[config.mk]
export PLATFORM = sky130hd
export DESIGN_NAME = lsu_ctrl
export DESIGN_NICKNAME = d
export VERILOG_FILES = /design/src/rtl/lsu_ctrl.sv
export SDC_FILE = /design/constraint.sdc
export NUM_CORES = 1
export LEC_CHECK = 0
export BUFFER_PORTS_ARGS = -buffer_cell sky130_fd_sc_hd__buf_2
export CAP_MARGIN = 20
export CORE_ASPECT_RATIO = 0.75
export CORE_MARGIN = 5
export CORE_UTILIZATION = 25
export CTS_BUF_LIST = sky130_fd_sc_hd__clkbuf_4 sky130_fd_sc_hd__clkbuf_8 sky130_fd_sc_hd__clkbuf_16
export DETAILED_ROUTE_END_ITERATION = 10
export HOLD_SLACK_MARGIN = 0.1
export PLACE_DENSITY = 0.51
export RECOVER_POWER = 50
export SETUP_SLACK_MARGIN = 0.5
export SLEW_MARGIN = 0
export SYNTH_ARGS = -nofsm -noshare
export SYNTH_HDL_FRONTEND = slang
export SYNTH_SLANG_ARGS = --single-unit
[constraint.sdc]
create_clock -name clk -period 2.1 [get_ports clk]
set_input_delay 0.105 -clock clk [delete_from_list [all_inputs] [get_ports clk]]
set_output_delay 0.105 -clock clk [all_outputs]
set_load 0.02 [all_outputs]
[src/rtl/lsu_ctrl.sv]
// rtl/lsu_ctrl.sv - load/store controller in front of an 8-byte-wide byte-addressed data memory
module lsu_ctrl #(
    parameter int unsigned MEM_BYTES = 524288
) (
    input  logic        clk,
    input  logic        reset,
    input  logic        req_valid,
    output logic        req_ready,
    input  logic        req_we,
    input  logic [1:0]  req_size,
    input  logic        req_signed,
    input  logic [31:0] req_addr,
    input  logic [63:0] req_wdata,
    output logic        resp_valid,
    output logic [63:0] resp_rdata,
    output logic        resp_err,
    output logic        mem_write_enable,
    output logic [31:0] mem_rw_addr,
    output logic [63:0] mem_rw_val,
    input  logic [63:0] mem_r_out
);

    localparam logic [2:0] S_IDLE     = 3'd0;
    localparam logic [2:0] S_LOAD     = 3'd1;
    localparam logic [2:0] S_RMW_READ = 3'd2;
    localparam logic [2:0] S_WRITE    = 3'd3;
    localparam logic [2:0] S_RESP     = 3'd4;

    // Highest start address whose full doubleword still lies inside memory.
    localparam logic [31:0] MAX_ADDR = 32'(MEM_BYTES - 8);

    logic [2:0]  state_q,  state_d;
    logic [31:0] addr_q,   addr_d;
    logic [1:0]  size_q,   size_d;
    logic        signed_q, signed_d;
    logic        we_q,     we_d;
    logic [63:0] wdata_q,  wdata_d;
    logic [63:0] merge_q,  merge_d;
    logic [63:0] rdata_q,  rdata_d;
    logic        err_q,    err_d;

    function automatic logic [63:0] extend(input logic [63:0] raw, input logic [1:0] size,
                                           input logic sgn);
        logic [63:0] v;
        case (size)
            2'd0:    v = {{56{sgn & raw[7]}},  raw[7:0]};
            2'd1:    v = {{48{sgn & raw[15]}}, raw[15:0]};
            2'd2:    v = {{32{sgn & raw[31]}}, raw[31:0]};
            default: v = raw;
        endcase
        return v;
    endfunction

    function automatic logic [63:0] merge(input logic [63:0] old, input logic [63:0] wd,
                                          input logic [1:0] size);
        logic [63:0] v;
        case (size)
            2'd0:    v = {old[63:8],  wd[7:0]};
            2'd1:    v = {old[63:16], wd[15:0]};
            2'd2:    v = {old[63:32], wd[31:0]};
            default: v = wd;
        endcase
        return v;
    endfunction

    always_comb begin
        state_d  = state_q;
        addr_d   = addr_q;
        size_d   = size_q;
        signed_d = signed_q;
        we_d     = we_q;
        wdata_d  = wdata_q;
        merge_d  = merge_q;
        rdata_d  = rdata_q;
        err_d    = err_q;
        case (state_q)
            S_IDLE: begin
                if (req_valid) begin
                    addr_d   = req_addr;
                    size_d   = req_size;
                    signed_d = req_signed;
                    we_d     = req_we;
                    wdata_d  = req_wdata;
                    rdata_d  = '0;
                    err_d    = 1'b0;
                    if (req_addr > MAX_ADDR) begin
                        err_d   = 1'b1;
                        state_d = S_RESP;
                    end else if (!req_we) begin
                        state_d = S_LOAD;
                    end else if (req_size == 2'd3) begin
                        merge_d = req_wdata;
                        state_d = S_WRITE;
                    end else begin
                        state_d = S_RMW_READ;
                    end
                end
            end
            S_LOAD: begin
                rdata_d = extend(mem_r_out, size_q, signed_q);
                state_d = S_RESP;
            end
            S_RMW_READ: begin
                merge_d = merge(mem_r_out, wdata_q, size_q);
                state_d = S_WRITE;
            end
            S_WRITE:  state_d = S_RESP;
            S_RESP:   state_d = S_IDLE;
            default:  state_d = S_IDLE;
        endcase
    end

    always_ff @(posedge clk or negedge reset) begin
        if (!reset) begin
            state_q  <= S_IDLE;
            addr_q   <= '0;
            size_q   <= '0;
            signed_q <= 1'b0;
            we_q     <= 1'b0;
            wdata_q  <= '0;
            merge_q  <= '0;
            rdata_q  <= '0;
            err_q    <= 1'b0;
        end else begin
            state_q  <= state_d;
            addr_q   <= addr_d;
            size_q   <= size_d;
            signed_q <= signed_d;
            we_q     <= we_d;
            wdata_q  <= wdata_d;
            merge_q  <= merge_d;
            rdata_q  <= rdata_d;
            err_q    <= err_d;
        end
    end

    // Write enable is a pure state decode so an async reset cuts it off mid-cycle.
    assign req_ready        = (state_q == S_IDLE);
    assign resp_valid       = (state_q == S_RESP);
    assign resp_err         = resp_valid & err_q;
    assign resp_rdata       = we_q ? '0 : rdata_q;
    assign mem_write_enable = (state_q == S_WRITE);
    assign mem_rw_addr      = addr_q;
    assign mem_rw_val       = merge_q;

endmodule

==> summary.txt <==
Setup path
  – Crit Reg-Reg Endpoint: mem_rw_val[14]$_DFFE_PN0P_
  – Critical-path top delay cell: dfrtp_2
  – Slowest stage delay, CP: 0.48 ns
  – Crit path required time: 2.54 ns
  – Worst Path Class, Setup: reg2reg
  – Crit. End Element: flop
  – Crit start category: flop
  – Worst Reg-to-Reg Cells: 8
  – CP Cell Sequence: nor4_4 > buf_4 > buf_6 > o211ai_4 > buf_12 > buf_16 > o22ai_1 > nor2_1
  – R2r setup slk: 0.25 ns
  – Worst EP arrival: 2.29 ns
  – CP Max Fanout: 8
  – Reg2Reg Launch Point: state_q[0]$_DFFE_PN0P_

STA
  – Worst setup margin: 0.251 ns
  – Final Slew Violations: 0
  – Crit path time final: 1.85 ns
  – Worst slew pin tran: 0.853 ns
  – Fmax: 541 MHz
  – Final Hold Vio Count: 0
  – Final Setup Violations: 0
  – Final period util: 0.881
  – Worst hold slack: 0.277 ns
  – Unrepaired setup endpoints after global routing: yes
  – Clk_skew: 0.0201 ns
  – Slew HR: 0.431
  – Final setup TNS: 0 ns

Die
  – FP Rows: 67
  – Die area: 0.0497 mm²
  – Initial core utilization: 0.253
  – Die Wd: 256 µm
  – Core area: 0.0448 mm²
  – # IOs: 331
  – Chip height: 194 µm

GRT
  – Grt total ovfl: 0
  – First-pass GRT wire length: 73200 µm
  – GR Util All Layers: 0.184
  – Vias in the first global route: 12100
  – Initial antenna violation count: 3
  – Largest net degree at the start of global routing: 65

Finish
  – Commonest non-fill, non-tap cell in the layout: nand2_1
  – Core Util, Final: 0.421
  – Reg area: 0.00581 mm²
  – Layout cells sized above 1: 0.291
  – Most frequent cells in the layout: nand2_1, dfrtp_1, dlygate4sd3_1
  – NumNets Final: 2032
  – Filler Cell Count: 4362
  – Layout area overhead: 66.3%
  – Footprint of the multi-input gates: 0.00579 mm²

Clock tree
  – H-tree Lvls: 1
  – Skew-Pair Late Insertion Delay: 0.56 ns
  – Longest Clk Path Bufs: 3
  – Clk sinks: 232
  – CTS root buf: clkbuf_16
  – CTS tree: built
  – CTS clk-pin slew, worst paths: 0.06 ns
  – CTS Buf Count: 27

Flow run
  – MaxCap Viol Count: 0

Detailed routing
  – Final antenna-violating net count: 0
  – Detailed router's first-iteration violation count: 781
  – Vias per std cell: 4.84
  – Routed WL per cell: 20.7 µm
  – DRC: 0
  – Routed WL: 51100 µm
  – Vias post-DR: 12000
  – 1st-pass router iterations: 8

Placement
  – Global placer's final weighted congestion: 0.783
  – I/O Buffers: 330
  – Worst slack at placement: 0.161 ns
  – Detailed Place HPWL: 27900 µm

Yosys
  – Cell Area, Synth: 0.0113 mm²
  – Cells after synthesis: 1313
  – FFs w/ async S/R, synth: 1.00
  – Synth Flop Type: dfrtp_1
  – Sequential fraction of the synthesis area: 0.513
  – #FFs+latches synth: 232
  – Total number of yosys warnings: 0
  – EDFF count, synth: 0
  – Syn nets: 1480
  – Post-Syn Area per Cell: 8.62 µm²
  – Unique masters post-synth: 44

Min path
  – Hold Path Cell Cnt: 4
  – Worst Hold Class: in2reg
  – Hold_sp: req_addr[2]
  – Hold path endpoint: mem_rw_addr[2]$_DFFE_PN0P_

Power and ir drop
  – Leak: 9.07 nW
  – Peak supply drop: 0.549 mV
  – Pwr Density: 630 mW/mm²

Outcome
  – Status: finished clean
## area by class of cell
class                   count  share of cell area
diodes                      2            0.000266
clock buffers              35              0.0411
clock inverters            12             0.00638
inverters                  10             0.00199
multi-input cells         970               0.307
flip-flops and latches    232               0.309
well taps                 586              0.0389
repair buffers            624               0.295
## worst max path at each step
stage                                start                          end  depth (start not counted)
detailed placement             req_addr[3]   mem_rw_val[12]$_DFFE_PN0P_                          7
global route                         reset  mem_rw_addr[30]$_DFFE_PN0P_                          4
CTS                 state_q[1]$_DFFE_PN0P_                     resp_err                          4
global placement               req_addr[3]    mem_rw_val[3]$_DFFE_PN0P_                          7
finish              state_q[0]$_DFFE_PN0P_   mem_rw_val[14]$_DFFE_PN0P_                          8
floorplan           state_q[2]$_DFFE_PN0P_    mem_rw_val[2]$_DFFE_PN0P_                          6
## layer usage
layer / vias up / global-route usage / wire (µm)
li1: 5548 / - / -
met1: 5900 / 0.245 / 22400
met2: 440 / 0.307 / 24000
met3: 63 / 0.0511 / 3820
met4: 4 / 0.0316 / 852
met5: - / 0 / 23
## repair_timing
action | 4_1_cts | 5_1_grt
pin swaps | 36 | 20
setup endpoints to repair | 284 | 296
hold endpoints to repair | 463 | 0
resized for setup | 100 | 260
buffers inserted | 43 | 5
cloned | 19 | 11
hold buffers | 167 | 0
## state kept, by name, summed over array words and instances (netlist names)
signal       count
signed_q         1
mem_rw_val      64
rdata_q         64
size_q           2
err_q            1
state_q          3
wdata_q         64
mem_rw_addr     32
we_q             1
## through the flow
stage	cell area [µm²]	std cells	total power, mW
floorplan	11300	1313	5.78
global route	18800	2469	12.4
detailed placement	13800	2177	6.51
finish	18800	2471	11.9
CTS	17700	2453	11.7
global placement	13800	2177	6.49
## power breakdown
| group | total [mW] | switching [mW] | internal [mW] |
|---|---|---|---|
| combinational | 2.15 | 1.23 | 0.925 |
| sequential | 4.90 | 0.167 | 4.73 |
| clock | 4.82 | 2.00 | 2.82 |
| total | 11.9 | 3.39 | 8.48 |
## critical path: cells and delay by family (launching register included)
kind,cells,cell delay (ns)
buf+inv,4,0.62
simple gates,2,0.42
flops,1,0.48
compound gates,2,0.20
## cells by family (layout without fill, tap and decap cells)
kind of cell / Yosys count / in the layout / synth area share
AO/OA/AOI/OAI: 274 / 274 / 0.148
buffers and inverters: 111 / 681 / 0.0509
flip-flops: 232 / 232 / 0.513
multiplexers: 57 / 57 / 0.0504
other: 0 / 2 / 0
AND/OR/NAND/NOR: 639 / 639 / 0.238
## Yosys cell counts (4+ instances only)
master    instances  area share
buf_4             4      0.0027
buf_2            22      0.0097
clkbuf_8          5      0.0061
nand3_1          24       0.011
o21ai_1          15      0.0066
o221ai_1          8      0.0062
buf_6             7      0.0070
nand2_1         374        0.12
mux2i_1          57       0.050
inv_1            10      0.0033
o22ai_1          56       0.031
a22o_1            4      0.0031
nand4_1           4      0.0022
a21oi_1          74       0.033
a31oi_1           8      0.0044
a22o_2            4      0.0035
dfrtp_1         232        0.51
nor2_1          148       0.049
o21ai_0          44       0.019
nor2b_1          65       0.036
a22oi_1          56       0.037
clkbuf_1         58       0.019
(Power assumes the default switching activity.)
